<file path="config.mk">
export PLATFORM = sky130hd
export DESIGN_NAME = channel_mux_reg
export DESIGN_NICKNAME = d
export VERILOG_FILES = /design/src/rtl/channel_mux_reg.sv
export SDC_FILE = /design/constraint.sdc
export NUM_CORES = 1
export LEC_CHECK = 0
export BUFFER_PORTS_ARGS = -buffer_cell sky130_fd_sc_hd__buf_4
export CAP_MARGIN = 5
export CORE_MARGIN = 10
export CORE_UTILIZATION = 42
export CTS_CLUSTER_DIAMETER = 60
export DETAILED_ROUTE_END_ITERATION = 16
export PLACE_DENSITY_LB_ADDON = 0.25
export SLEW_MARGIN = 20
export SYNTH_ARGS = -nofsm -noshare
export SYNTH_HDL_FRONTEND = slang
export SYNTH_SLANG_ARGS = --single-unit
</file>
<file path="constraint.sdc">
create_clock -name clk_i -period 3.2 [get_ports clk_i]
set_input_delay 0 -clock clk_i [delete_from_list [all_inputs] [get_ports clk_i]]
set_output_delay 0 -clock clk_i [all_outputs]
set_load 0.01 [all_outputs]
</file>
<file path="src/rtl/channel_mux_reg.sv">
// channel_mux_reg: a registered N:1 stream multiplexer.
//
// It selects one of CHANNELS valid/ready input streams and passes the word into a
// single-entry output register. The channel is chosen either by explicit address or by
// a round-robin arbiter over the valid inputs.
//
// Build option: define MUX_RR_EN to build the round-robin mode and its rotating pointer.
// Without it, mode_i is ignored and the block always works in address mode.
//
// Ports:
//   clk_i          rising-edge clock
//   reset_ni       synchronous active-low reset
//   mode_i         0 = address select, 1 = round-robin (MUX_RR_EN only)
//   address_i      selected channel in address mode
//   in_data_i      channel k is bits [k*WIDTH +: WIDTH]
//   in_valid_i     per-channel valid
//   in_ready_o     per-channel ready; at most one bit is high
//   out_data_o     registered output word
//   out_channel_o  index of the channel that supplied out_data_o
//   out_valid_o    the output register holds a word
//   out_ready_i    the consumer accepts the word
//   addr_err_o     sticky flag: an out-of-range address was seen in address mode
module channel_mux_reg #(
    parameter int unsigned WIDTH    = 8,
    parameter int unsigned CHANNELS = 4,
    parameter int unsigned SEL_W    = $clog2(CHANNELS)
) (
    input  logic                      clk_i,
    input  logic                      reset_ni,
    input  logic                      mode_i,
    input  logic [SEL_W-1:0]          address_i,
    input  logic [CHANNELS*WIDTH-1:0] in_data_i,
    input  logic [CHANNELS-1:0]       in_valid_i,
    output logic [CHANNELS-1:0]       in_ready_o,
    output logic [WIDTH-1:0]          out_data_o,
    output logic [SEL_W-1:0]          out_channel_o,
    output logic                      out_valid_o,
    input  logic                      out_ready_i,
    output logic                      addr_err_o
);

    logic [WIDTH-1:0] out_data_q;
    logic [SEL_W-1:0] out_channel_q;
    logic             out_valid_q;
    logic             addr_err_q;

    logic             rr_mode;
    logic             addr_bad;
    logic             can_load;
    logic             gnt_vld;
    logic [SEL_W-1:0] gnt_idx;
    logic             xfer;

`ifdef MUX_RR_EN
    logic [SEL_W-1:0] rr_ptr_q;
    logic [SEL_W-1:0] rr_ptr_d;

    assign rr_mode = mode_i;
`else
    logic unused_mode;

    assign rr_mode     = 1'b0;
    assign unused_mode = mode_i;
`endif

    assign addr_bad = !rr_mode && (32'(address_i) >= CHANNELS);
    // A full register can still take a new word when the consumer pops it this cycle.
    assign can_load = !out_valid_q || out_ready_i;

    always_comb begin
        gnt_vld = 1'b0;
        gnt_idx = '0;
`ifdef MUX_RR_EN
        if (rr_mode) begin
            // Scan from rr_ptr upwards with wrap; the first valid channel wins.
            for (int unsigned i = 0; i < CHANNELS; i++) begin
                int unsigned idx;
                idx = 32'(rr_ptr_q) + i;
                if (idx >= CHANNELS) idx = idx - CHANNELS;
                if (!gnt_vld && in_valid_i[idx]) begin
                    gnt_vld = 1'b1;
                    gnt_idx = SEL_W'(idx);
                end
            end
        end else
`endif
        if (!addr_bad && in_valid_i[address_i]) begin
            gnt_vld = 1'b1;
            gnt_idx = address_i;
        end
    end

    // Reset is part of the qualifier so that no channel sees ready while reset is held.
    assign xfer = reset_ni && gnt_vld && can_load;

    always_comb begin
        in_ready_o = '0;
        if (xfer) in_ready_o[gnt_idx] = 1'b1;
    end

`ifdef MUX_RR_EN
    always_comb begin
        rr_ptr_d = rr_ptr_q;
        if (xfer && rr_mode) begin
            rr_ptr_d = (gnt_idx == SEL_W'(CHANNELS - 1)) ? '0 : gnt_idx + 1'b1;
        end
    end

    always_ff @(posedge clk_i) begin
        if (!reset_ni) rr_ptr_q <= '0;
        else           rr_ptr_q <= rr_ptr_d;
    end
`endif

    always_ff @(posedge clk_i) begin
        if (!reset_ni) begin
            out_data_q    <= '0;
            out_channel_q <= '0;
            out_valid_q   <= 1'b0;
            addr_err_q    <= 1'b0;
        end else begin
            if (xfer) begin
                out_data_q    <= in_data_i[gnt_idx*WIDTH +: WIDTH];
                out_channel_q <= gnt_idx;
                out_valid_q   <= 1'b1;
            end else if (out_ready_i) begin
                out_valid_q   <= 1'b0;
            end
            if (addr_bad) addr_err_q <= 1'b1;
        end
    end

    assign out_data_o    = out_data_q;
    assign out_channel_o = out_channel_q;
    assign out_valid_o   = out_valid_q;
    assign addr_err_o    = addr_err_q;

endmodule

</file>
; After elaboration in Yosys (flattened, before gate mapping)
; Index checks and enable logic that the tools add are counted.
[totals]
regBits = 11
rom_bits = 0
latch_bits = 0
output_inout_bits = 16
elab_cells = 22
mem_count = 0
ramBits = 0
in_bits = 42
[classes]
eq_ne = 0
bitwise = 0
muxes = 9
div_mod_pow = 0
mul = 0
n_shift = 1
n_reduce_logical = 6
add_sub_neg = 0
n_lt_le_gt_ge = 3
[op_table]
columns = operator, count
row1 = indexed part select 32 x 6 -> 8 bit, 1
row2 = < comparator 2 x 3 -> 1 bit (second input constant), 2
row3 = 2-to-1 mux 1 bit, 5
row4 = 2-to-1 mux 4 bit, 1
row5 = logical AND 1 bit, 3
row6 = binary-select mux 1 bit (select 2 bit), 1
row7 = demux 1 bit (select 2 bit), 1
row8 = >= comparator 2 x 1 -> 1 bit (second input constant), 1
row9 = 2-to-1 mux 2 bit, 1
row10 = nonzero test 2 bit, 1
row11 = zero test 1 bit, 1
row12 = logical OR 1 bit, 1

; Logic depth before layout (Yosys ltp)
; Gate-level depths: netlist of the first run.
[logic_depth]
depth_word = 8
depth_mapped = 5
mapped_depth_nobuf = 4

; Worst setup path after synthesis of the first run
; No wires, ideal clock.
[synth_timing]
path_type = reg2reg
start = register out_valid_q (netlist: out_valid_o)
end = register out_data_q[0] (netlist: out_data_o[0])
n_path_buf = 1
setup_slack_ns = 2.002
stages_incl_launch_ff = 6
required_time_ns = 3.064
arrival_ns = 1.062
cell_sequence = dfxtp_1 -> nand2b_1 -> buf_4 -> nand4_1 -> a211oi_1 -> a221oi_1
[synth_between]
elab_chain_len = 3
[synth_lines]
columns = item, line_no
row1 = "start, declared", 44  ; logic out_valid_q;
row2 = "start signal, assigned", 119  ; out_valid_q <= 1'b0;
row3 = "start signal, assigned", 125  ; out_valid_q <= 1'b1;
row4 = "start signal, assigned", 127  ; out_valid_q <= 1'b0;
row5 = zero test 1 bit, 68  ; assign can_load = !out_valid_q || out_ready_i;
row6 = logical OR 1 bit, 68
row7 = logical AND 1 bit, 94  ; assign xfer = reset_ni && gnt_vld && can_load;
row8 = "end signal, assigned", 123  ; out_data_q <= in_data_i[gnt_idx*WIDTH +: WIDTH];
row9 = "end, declared", 42  ; logic [WIDTH-1:0] out_data_q;
; Every way passes these cells.
; A chain may end at the register's enable or synchronous reset.

; Worst setup path after layout of the first run
[layout_timing]
start = register out_valid_q (netlist: out_valid_o)
end = output port in_ready_o[1]
[layout_between]
elab_chain_len = 4
[layout_lines]
columns = item, line_no
row1 = zero test 1 bit, 68
row2 = logical OR 1 bit, 68
row3 = logical AND 1 bit, 94
row4 = 2-to-1 mux 4 bit, 98  ; if (xfer) in_ready_o[gnt_idx] = 1'b1;
row5 = "end, declared", 34  ; output logic [CHANNELS-1:0] in_ready_o,
; Every way passes these cells.

==> results of run 1 <==
## stage by stage
stage	setup WS, ps	std cells	util	hold WS (ps)
3_5_place_dp	1728	166	0.6775	315.3
3_3_place_gp	1761	166	0.6775	310.7
2_1_floorplan	2002	93	-	182.7
4_1_cts	1632	170	0.6928	43.74
6_report	1629	170	0.6928	43.07
5_1_grt	1471	170	0.6928	64.63
## kinds of logic (layout without fill, tap and decap cells)
family / count (synthesis) / count (layout)
compound gates: 23 / 23
buf+inv: 13 / 65
flops: 11 / 11
mux: 12 / 12
other cells: 1 / 1
simple gates: 33 / 33
## routing by layer
metal  vias up  track usage  routed length (um)
met4         0      0.08659                  99
met2        42       0.2051                1255
li1        444            -                   -
met1       420       0.1260                1009
met3         8      0.03943                 202
met5         -            0                   0
## layout by cell type, fill, tap and decap left out, types with 3 or more instances in the layout
cell,n
a21oi_1,3
o21ai_0,3
nor2_1,8
a211oi_1,5
buf_4,55
clkbuf_4,3
nand2_1,9
nand3_1,4
a32oi_1,6
inv_1,6
dfxtp_1,11
and2_1,5
mux2i_1,8
a221oi_1,5
## power by group
group	internal (mW)	switching [mW]	total (mW)
Sequential	0.154	0.00836	0.163
Combinational	0.0827	0.0642	0.147
Clock	0.0482	0.0460	0.0942
## layout make-up
class,count,area [sq um]
well taps,25,31.28
fillers,166,530.5
clock buffers,4,26.28
repair buffers,55,412.9
multi-input cells,69,483.0
flip-flops and latches,11,220.2
inverters,6,22.52
## state kept, by name (all words and copies together), names as in the netlist
register	count
out_channel_o	2
out_valid_o	1
out_data_o	8
## how the worst max path moves through the flow
stage	endpoint	slack, ps	depth (start not counted)
after CTS	in_ready_o[1]	1630	5
after floorplan	out_data_o[0]	2000	5
after global placement	out_data_o[4]	1760	4
after global routing	in_ready_o[0]	1470	5
final	in_ready_o[1]	1630	5
after detailed placement	out_data_o[4]	1730	4
## synthesized netlist by cell type
master    number  area [sq um]
nor3_1         1         5.000
buf_2          2         10.01
o21ai_0        3         15.01
inv_1          6         22.52
a21oi_1        3         15.01
a32oi_1        6         52.55
mux2i_1        8         80.08
or2_1          1         6.260
nand2_2        1         6.260
mux4_2         1         22.52
nand3_1        4         20.02
buf_4          4         30.03
a211oi_1       5         37.54
or2_2          1         6.260
and2_1         5         31.28
nand3_4        1         17.52
nor2_1         8         30.03
a31oi_1        1         6.260
mux2_4         1         15.01
mux2_2         2         22.52
a221oi_1       5         43.79
nand4_1        1         6.260
dfxtp_1       11         220.2
clkbuf_1       1         3.750
nand2b_1       1         6.260
conb_1         1         3.750
nand2_1        9         33.78
## critical path, delay by kind of cell, from the launching register on
family / cells / cell delay, ps
buffers and inverters: 1 / 140
DFF: 1 / 320
and+or+nand+nor: 4 / 840
==> metrics.yaml, run 1 <==
outcome:
  outcome: "complete, no violations"
cts:
  worst_setup_hold_path_clk_slew_ps: 70
  h_tree_depth: 1
  tritoncts: "built"
  cts_setup_buffers: 0
  cts_hold_buf: 0
  post_cts_resize_count: 0
  tritoncts_num_sinks: 11
  cts_buffers: 3
  max-clock-path-buffers: 2
  clk_latency_ps: 270
  cts_root_buf: "clkbuf_4"
critical_path:
  slowest_delay_ps: 320
  worstPathArrival_ps: 1570
  cp-start-kind: "register"
  reg2reg_to: "out_data_o[4]"
  worst_r2r_path_depth: 4
  timing.critical_path.from: "out_valid_o"
  timing.reg2reg.setup_slack_ps: 1710
  crit-reg2reg-launch: "out_valid_o"
  master_of_the_slowest_instance_on_the_critical_path: "dfxtp_1"
  path_cells: "nand2b_1 -> nand3_1 -> or2_2 -> nor2_1 -> buf_4"
  critical_path.endpoint_type: "output port"
  cp_max_fo: 7
  timing_worst_setup_path_type: "register to output port"
  critPathRequiredTime_ps: 3200
synth:
  synth_nets: 135
  simple_gate_share_of_the_synthesized_area: 0.2195
  syn_area_cell_sq_um: 8.274
  synth_top_family_by_area: "compound AO/OA/AOI/OAI gates"
  ys_types: 27
  ys_seq_elements: 11
  register_area_share_after_synthesis: 0.2862
  syn-cell-area_sq_um: 769.5
  muxShareOfSynthArea: 0.1821
  synth_compound_area_frac: 0.2211
  xor_xnor_cell_area_share_of_the_yosys_netlist: 0
  syn_inst: 93
  synth_adder_area_share: 0
  yosys_warnings: 0
floorplanning:
  die_area_sq_um: 3944
  top_level_ports: 58
  die_height_um: 62.81
  core_sq_um: 1727
  floorplan.die.width_um: 62.81
  start_util: 0.4457
  rows: 15
worst_hold_path:
  worst_hold_path.endpoint: "out_valid_o"
  timing.hold.worst_path_depth: 4
  hold_path_startpoint: "out_ready_i"
  timing.hold.worst.class: "input pin to register"
finish:
  antenna_cells_inserted: 0
  final_instance_area_sq_um: 1196
  drive_above_1_share: 0.4483
  final_net_count: 188
  synthToLayoutAreaGrowth_pct: 55.45
global_route:
  grt_first_pass_wirelength_um: 4057
  first_global_vias: 918
  global_route_overflow: 0
  antenna_found_initial: 0
  grt_start_max_net_pins: 22
  global_route.usage.total: 0.1225
sta:
  timing.setup.tns_ps: 0
  timing.final.setup_violations: 0
  final-max-slew-violation-count: 0
  final_hold_viols: 0
  setup_clock_skew_after_layout_ps: 4.002
  clock.fmax_mhz: 636.5
  final_worst_path_period_share: 0.4910
  final_critical_period_ps: 1571
  grt_setup_unrepaired: "false"
drt:
  postRouteAntennaNets: 0
  routed_via_density: 5.376
  drc_errors: 0
  wire_per_inst_um: 15.09
  drt_iter0_markers: 18
  drt_first_pass_iters: 4
  totalWireLength_um: 2566
  via_count: 914
place:
  detailed_place_hpwl_um: 2139
  gp_congestion: 0.7296
  place_area_sq_um: 1170
  numPortBuffers: 55
run:
  cap_viol_max_count: 0
power_and_ir_drop:
  total_leakage_power_nw: 0.5875
  cellPowerDensity_nw_per_um2: 337.6
  fin_total_pwr_mw: 0.4038
  power.ir.vdd_worst_uv: 168.4
(Power assumes the default switching activity.)
==> run 2: changes to the inputs <==
CORE_UTILIZATION = 39   (was 42)
clock period = 1.5 ns   (was 3.2 ns; I/O delays follow)
==> metrics.yaml, run 2 (synthesis gave the netlist of run 1 again) <==
sta:
  setup_clock_skew_after_layout_ps: 2.114  # -1.887 ps
  timing.setup.tns_ps: 0  # unchanged
  timing.final.setup_violations: 0  # unchanged
  final-max-slew-violation-count: 0  # unchanged
  final_worst_path_period_share: 0.9469
  clock.fmax_mhz: 704.0
  grt_setup_unrepaired: "false"
  final_hold_viols: 0  # unchanged
  final_critical_period_ps: 1420
drt:
  route.layer.met1.wl_um: 969  # -4.0%
  drt_first_pass_iters: 4  # unchanged
  met2WireLength_um: 1230  # -2.0%
  routed-wl-met3_um: 196  # -3.0%
  drc_errors: 0  # unchanged
  maxUsedRoutingLayer: "met4"
  via_count: 875  # -4.3%
  drt_iter0_markers: 10  # -8
  totalWireLength_um: 2448  # -4.6%
  routed_via_density: 5.058  # -5.9%
  postRouteAntennaNets: 0  # unchanged
  wire_per_inst_um: 14.15  # -6.3%
critical_path:
  critical_path_buf_inv_count: 1  # unchanged
  cp-start-kind: "register"
  worst_r2r_path_depth: 4  # unchanged
  slowest_delay_ps: 320  # about the same
  critPathRequiredTime_ps: 1500  # -1700 ps
  crit_family: "simple AND/OR/NAND/NOR gates"
  master_of_the_slowest_instance_on_the_critical_path: "dfxtp_1"
  timing.reg2reg.setup_slack_ps: 190  # -1520 ps
  cp_max_fo: 3  # -4
  path_cells: "nand2b_1 -> nand3_1 -> or2_2 -> a21oi_1 -> buf_4"
  crit-reg2reg-launch: "out_valid_o"
  worstPathArrival_ps: 1420  # -150 ps
  critical_path.endpoint_type: "output port"
  reg2reg_to: "out_data_o[5]"
  timing_worst_setup_path_type: "register to output port"
power_and_ir_drop:
  cellPowerDensity_nw_per_um2: 707.9  # +110%
  power.ir.vdd_worst_uv: 322.9  # +92%
  total_leakage_power_nw: 0.5919  # +0.74%
  fin_total_pwr_mw: 0.8539  # +110%
floorplanning:
  rows: 16  # +1
  top_level_ports: 58  # unchanged
  floorplan.die.width_um: 64.42  # +2.6%
  start_util: 0.4004  # -0.04526
  die_area_sq_um: 4150  # +5.2%
  core_sq_um: 1922  # +11%
  die_height_um: 64.42  # +2.6%
cts:
  cts_hold_buf: 0  # unchanged
  h_tree_depth: 1  # unchanged
  max-clock-path-buffers: 2  # unchanged
  tritoncts_num_sinks: 11  # unchanged
  post_cts_resize_count: 0  # unchanged
  worst_setup_hold_path_clk_slew_ps: 70  # about the same
  tritoncts: "built"
  cts_setup_buffers: 0  # unchanged
  cts_root_buf: "clkbuf_4"
  clk_latency_ps: 260  # about the same
  cts_buffers: 3  # unchanged
global_route:
  grt_start_max_net_pins: 22  # unchanged
  antenna_found_initial: 0  # unchanged
  global_route_overflow: 0  # unchanged
  first_global_vias: 913  # -0.54%
  grt_first_pass_wirelength_um: 3967  # -2.2%
  global_route.usage.total: 0.1128  # -0.009652
finish:
  synthToLayoutAreaGrowth_pct: 56.75
  final_net_count: 189  # +0.53%
  layout.cells.most_common: "buf_4"
  antenna_cells_inserted: 0  # unchanged
  fillerInstances: 194  # +17%
  flip_flop_count_of_the_largest_register_all_copies_and_words_added: 8  # unchanged
  layout.cells.non_filler: 173  # +1.8%
  layout_common_cells: "buf_4 (56), dfxtp_1 (11), nand2_1 (9), nor2_1 (8), mux2i_1 (8)"
  drive_above_1_share: 0.4521  # +0.003779
worst_hold_path:
  timing.hold.worst_path_depth: 4  # unchanged
  timing.hold.worst.class: "input pin to register"
  worst_hold_path.endpoint: "out_valid_o"
  hold_path_startpoint: "out_ready_i"
run:
  cap_viol_max_count: 0  # unchanged
outcome:
  outcome: "complete, no violations"
place:
  placed_cells_incl_taps: 169  # +1.8%
  numPortBuffers: 55  # unchanged
  detailed_place_hpwl_um: 2132  # -0.32%
  gp_congestion: 0.7264  # -0.44%
==> run 2: tightest hold or removal path, delay by kind of cell <==
family          cells  cell delay [ps]
simple gates        1               70
buf+inv             2              150
compound gates      1               50
==> run 2: metrics by stage <==
step,utilization,cell area (sq um),worst slack (ps),hold WS [ps]
3_5_place_dp,0.6139,1180,177.4,313.3
6_report,0.6276,1206,79.63,52.01
4_1_cts,0.6276,1206,65.70,49.59
2_1_floorplan,-,769.5,302.0,182.7
3_3_place_gp,0.6139,1180,177.8,308.1
5_1_grt,0.6276,1206,3.346,98.50
==> run 2: where the power goes <==
part | switching [mW] | internal (mW)
Clock | 0.0901 | 0.103
Combinational | 0.135 | 0.178
Sequential | 0.0186 | 0.329
Total | 0.244 | 0.610
==> run 2: how the worst max path moves through the flow <==
stage / start / end / slack (ps) / cells after the start
after detailed placement: address_i[0] / out_data_o[5] / 180 / 5
after floorplan: out_valid_o / out_data_o[0] / 300 / 5
final: out_valid_o / in_ready_o[0] / 80 / 5
after global placement: address_i[0] / out_data_o[5] / 180 / 5
after global routing: out_valid_o / in_ready_o[0] / 3 / 5
after CTS: out_valid_o / in_ready_o[0] / 70 / 5
==> run 2: layout make-up <==
type | count | area (sq um) | share of cell area
repair buffers | 56 | 420.4 | 0.3485
multi-input cells | 69 | 483.0 | 0.4004
inverters | 6 | 22.52 | 0.01867
well taps | 27 | 33.78 | 0.02801
clock buffers | 4 | 26.28 | 0.02178
flip-flops and latches | 11 | 220.2 | 0.1826
==> run 2: routing by layer <==
metal / vias to the layer above / track usage
li1: 445 / -
met1: 395 / 0.1300
met2: 31 / 0.1860
met3: 4 / 0.03608
met4: 0 / 0.05080
met5: - / 0
==> run 3: changes to the inputs <==
PLACE_DENSITY = 0.85   (was default)
PLACE_DENSITY_LB_ADDON = default   (was 0.25)
==> metrics.yaml, run 3 (synthesis gave the netlist of run 1 again) <==
finish:
  antenna_cells_inserted: 0  # unchanged
  final_net_count: 190  # +0.53%
  flip_flop_count_of_the_largest_register_all_copies_and_words_added: 8  # unchanged
  drive_above_1_share: 0.4626  # +0.01053
  synthToLayoutAreaGrowth_pct: 58.21
  layout.cells.most_common: "buf_4"
  layout_common_cells: "buf_4 (57), dfxtp_1 (11), nand2_1 (9), nor2_1 (8), mux2i_1 (8)"
  post-route-util: 0.6335  # +0.005860
global_route:
  grt_start_max_net_pins: 22  # unchanged
  antenna_found_initial: 0  # unchanged
  first_global_vias: 954  # +4.5%
  global_route_overflow: 0  # unchanged
  global_route.usage.total: 0.1288  # +0.01598
  grt_first_pass_wirelength_um: 4491  # +13%
power_and_ir_drop:
  p_switching_mw: 0.2542  # +4.3%
  fin_total_pwr_mw: 0.8671  # +1.5%
  power.ir.vdd_worst_uv: 372.8  # +15%
  power.combinational.fraction: 0.369  # +0.002
  seq_power_share: 0.405  # -0.003
  total_leakage_power_nw: 0.5959  # +0.68%
  cell_internal_pwr_mw: 0.6129  # +0.44%
  power_frac_clock: 0.226  # about the same
  switching_share: 0.2932  # +0.007791
  cellPowerDensity_nw_per_um2: 712.2  # +0.61%
floorplanning:
  rows: 16  # unchanged
  die_area_sq_um: 4150  # unchanged
  start_util: 0.4004  # unchanged
  core_sq_um: 1922  # unchanged
  top_level_ports: 58  # unchanged
  die_height_um: 64.42  # unchanged
  floorplan.die.width_um: 64.42  # unchanged
drt:
  postRouteAntennaNets: 0  # unchanged
  drt_iter0_markers: 30  # +20
  wire_per_inst_um: 15.61  # +10%
  drc_errors: 0  # unchanged
  via_count: 898  # +2.6%
  routed_via_density: 5.161  # +2.0%
  totalWireLength_um: 2716  # +11%
  drt_first_pass_iters: 4  # unchanged
place:
  detailed_place_hpwl_um: 2217  # +4.0%
  gp_congestion: 0.7713  # +6.2%
  numPortBuffers: 55  # unchanged
  preCtsSetupSlack_ps: 144.2  # -33.23 ps
cts:
  h_tree_depth: 1  # unchanged
  max-clock-path-buffers: 2  # unchanged
  worst_setup_hold_path_clk_slew_ps: 70  # about the same
  tritoncts_num_sinks: 11  # unchanged
  cts_hold_buf: 0  # unchanged
  clk_latency_ps: 260  # about the same
  tritoncts: "built"
  cts_buffers: 3  # unchanged
  cts_root_buf: "clkbuf_4"
worst_hold_path:
  timing.hold.worst.class: "input pin to register"
critical_path:
  cp-start-kind: "register"
  worstPathArrival_ps: 1380  # -40 ps
  timing.reg2reg.setup_slack_ps: 160  # -30 ps
  critical_path.endpoint_type: "output port"
  timing_worst_setup_path_type: "register to output port"
  critPathRequiredTime_ps: 1500  # about the same
  cp_max_fo: 3  # unchanged
sta:
  post-route-worst-setup-slack_ps: 122.0  # +42.38 ps
  final_hold_viols: 0  # unchanged
  timing.setup.tns_ps: 0  # unchanged
  final_worst_path_period_share: 0.9187  # -0.02825
  final_critical_period_ps: 1378  # -42.38 ps
  setup_clock_skew_after_layout_ps: 1.560  # -0.5544 ps
  final-max-slew-violation-count: 0  # unchanged
  clock.fmax_mhz: 725.7  # +3.1%
  timing.final.setup_violations: 0  # unchanged
  timing.hold.ws_ps: 48.86  # -3.153 ps
run:
  cap_viol_max_count: 0  # unchanged
outcome:
  outcome: "complete, no violations"
## run 3: power groups by stage
| stage | Clock [mW] | Sequential [mW] | Combinational, mW |
|---|---|---|---|
| 5_1_grt | 0.217 | 0.356 | 0.352 |
| 2_1_floorplan | 0 | 0.371 | 0.136 |
| 4_1_cts | 0.201 | 0.351 | 0.319 |
| 3_5_place_dp | 0 | 0.357 | 0.317 |
| 3_3_place_gp | 0 | 0.355 | 0.309 |
| 6_report | 0.196 | 0.351 | 0.320 |
## run 3: worst paths after layout
check / cells after the start / from / to
setup / recovery: 5 / out_valid_o / in_ready_o[0]
hold / removal: 4 / out_ready_i / out_valid_o
hold reg to reg: 2 / out_data_o[7] / out_data_o[7]
setup reg to reg: 4 / out_valid_o / out_data_o[1]
## run 3: repair_timing
item,4_1_cts,5_1_grt
setup buffers,0,1
setup endpoints to repair,0,2
endpoints found under the hold margin,0,0
gates resized for setup,0,1
## run 3: worst max-delay path, cell delays in order, from the launching register on
cell	delay, ps
dfxtp_1	330
nand2b_1	130
nand3_1	100
or2_2	300
a21oi_2	120
buf_4	130
## run 3: cell type report
cell class                 count  area (sq um)
fill                         178         704.4
multi-input combinational     69         486.7
timing repair buffer          57         427.9
sequential                    11         220.2
tap                           27         33.78
clock buffer                   4         26.28
inverter                       6         22.52
## run 3: stage by stage
stage	area (sq um)	instances
after floorplan	769.5	93
after global placement	1180	169
after detailed placement	1180	169
after CTS	1206	173
after global routing	1217	174
final	1217	174
## run 3: per-layer routing
layer / track usage / vias to the layer above / share of wire
met3: 0.02749 / 2 / 0.074
li1: - / 449 / -
met2: 0.2266 / 38 / 0.52
met1: 0.1426 / 409 / 0.40
met4: 0.06417 / 0 / 0.011
met5: 0 / - / 0
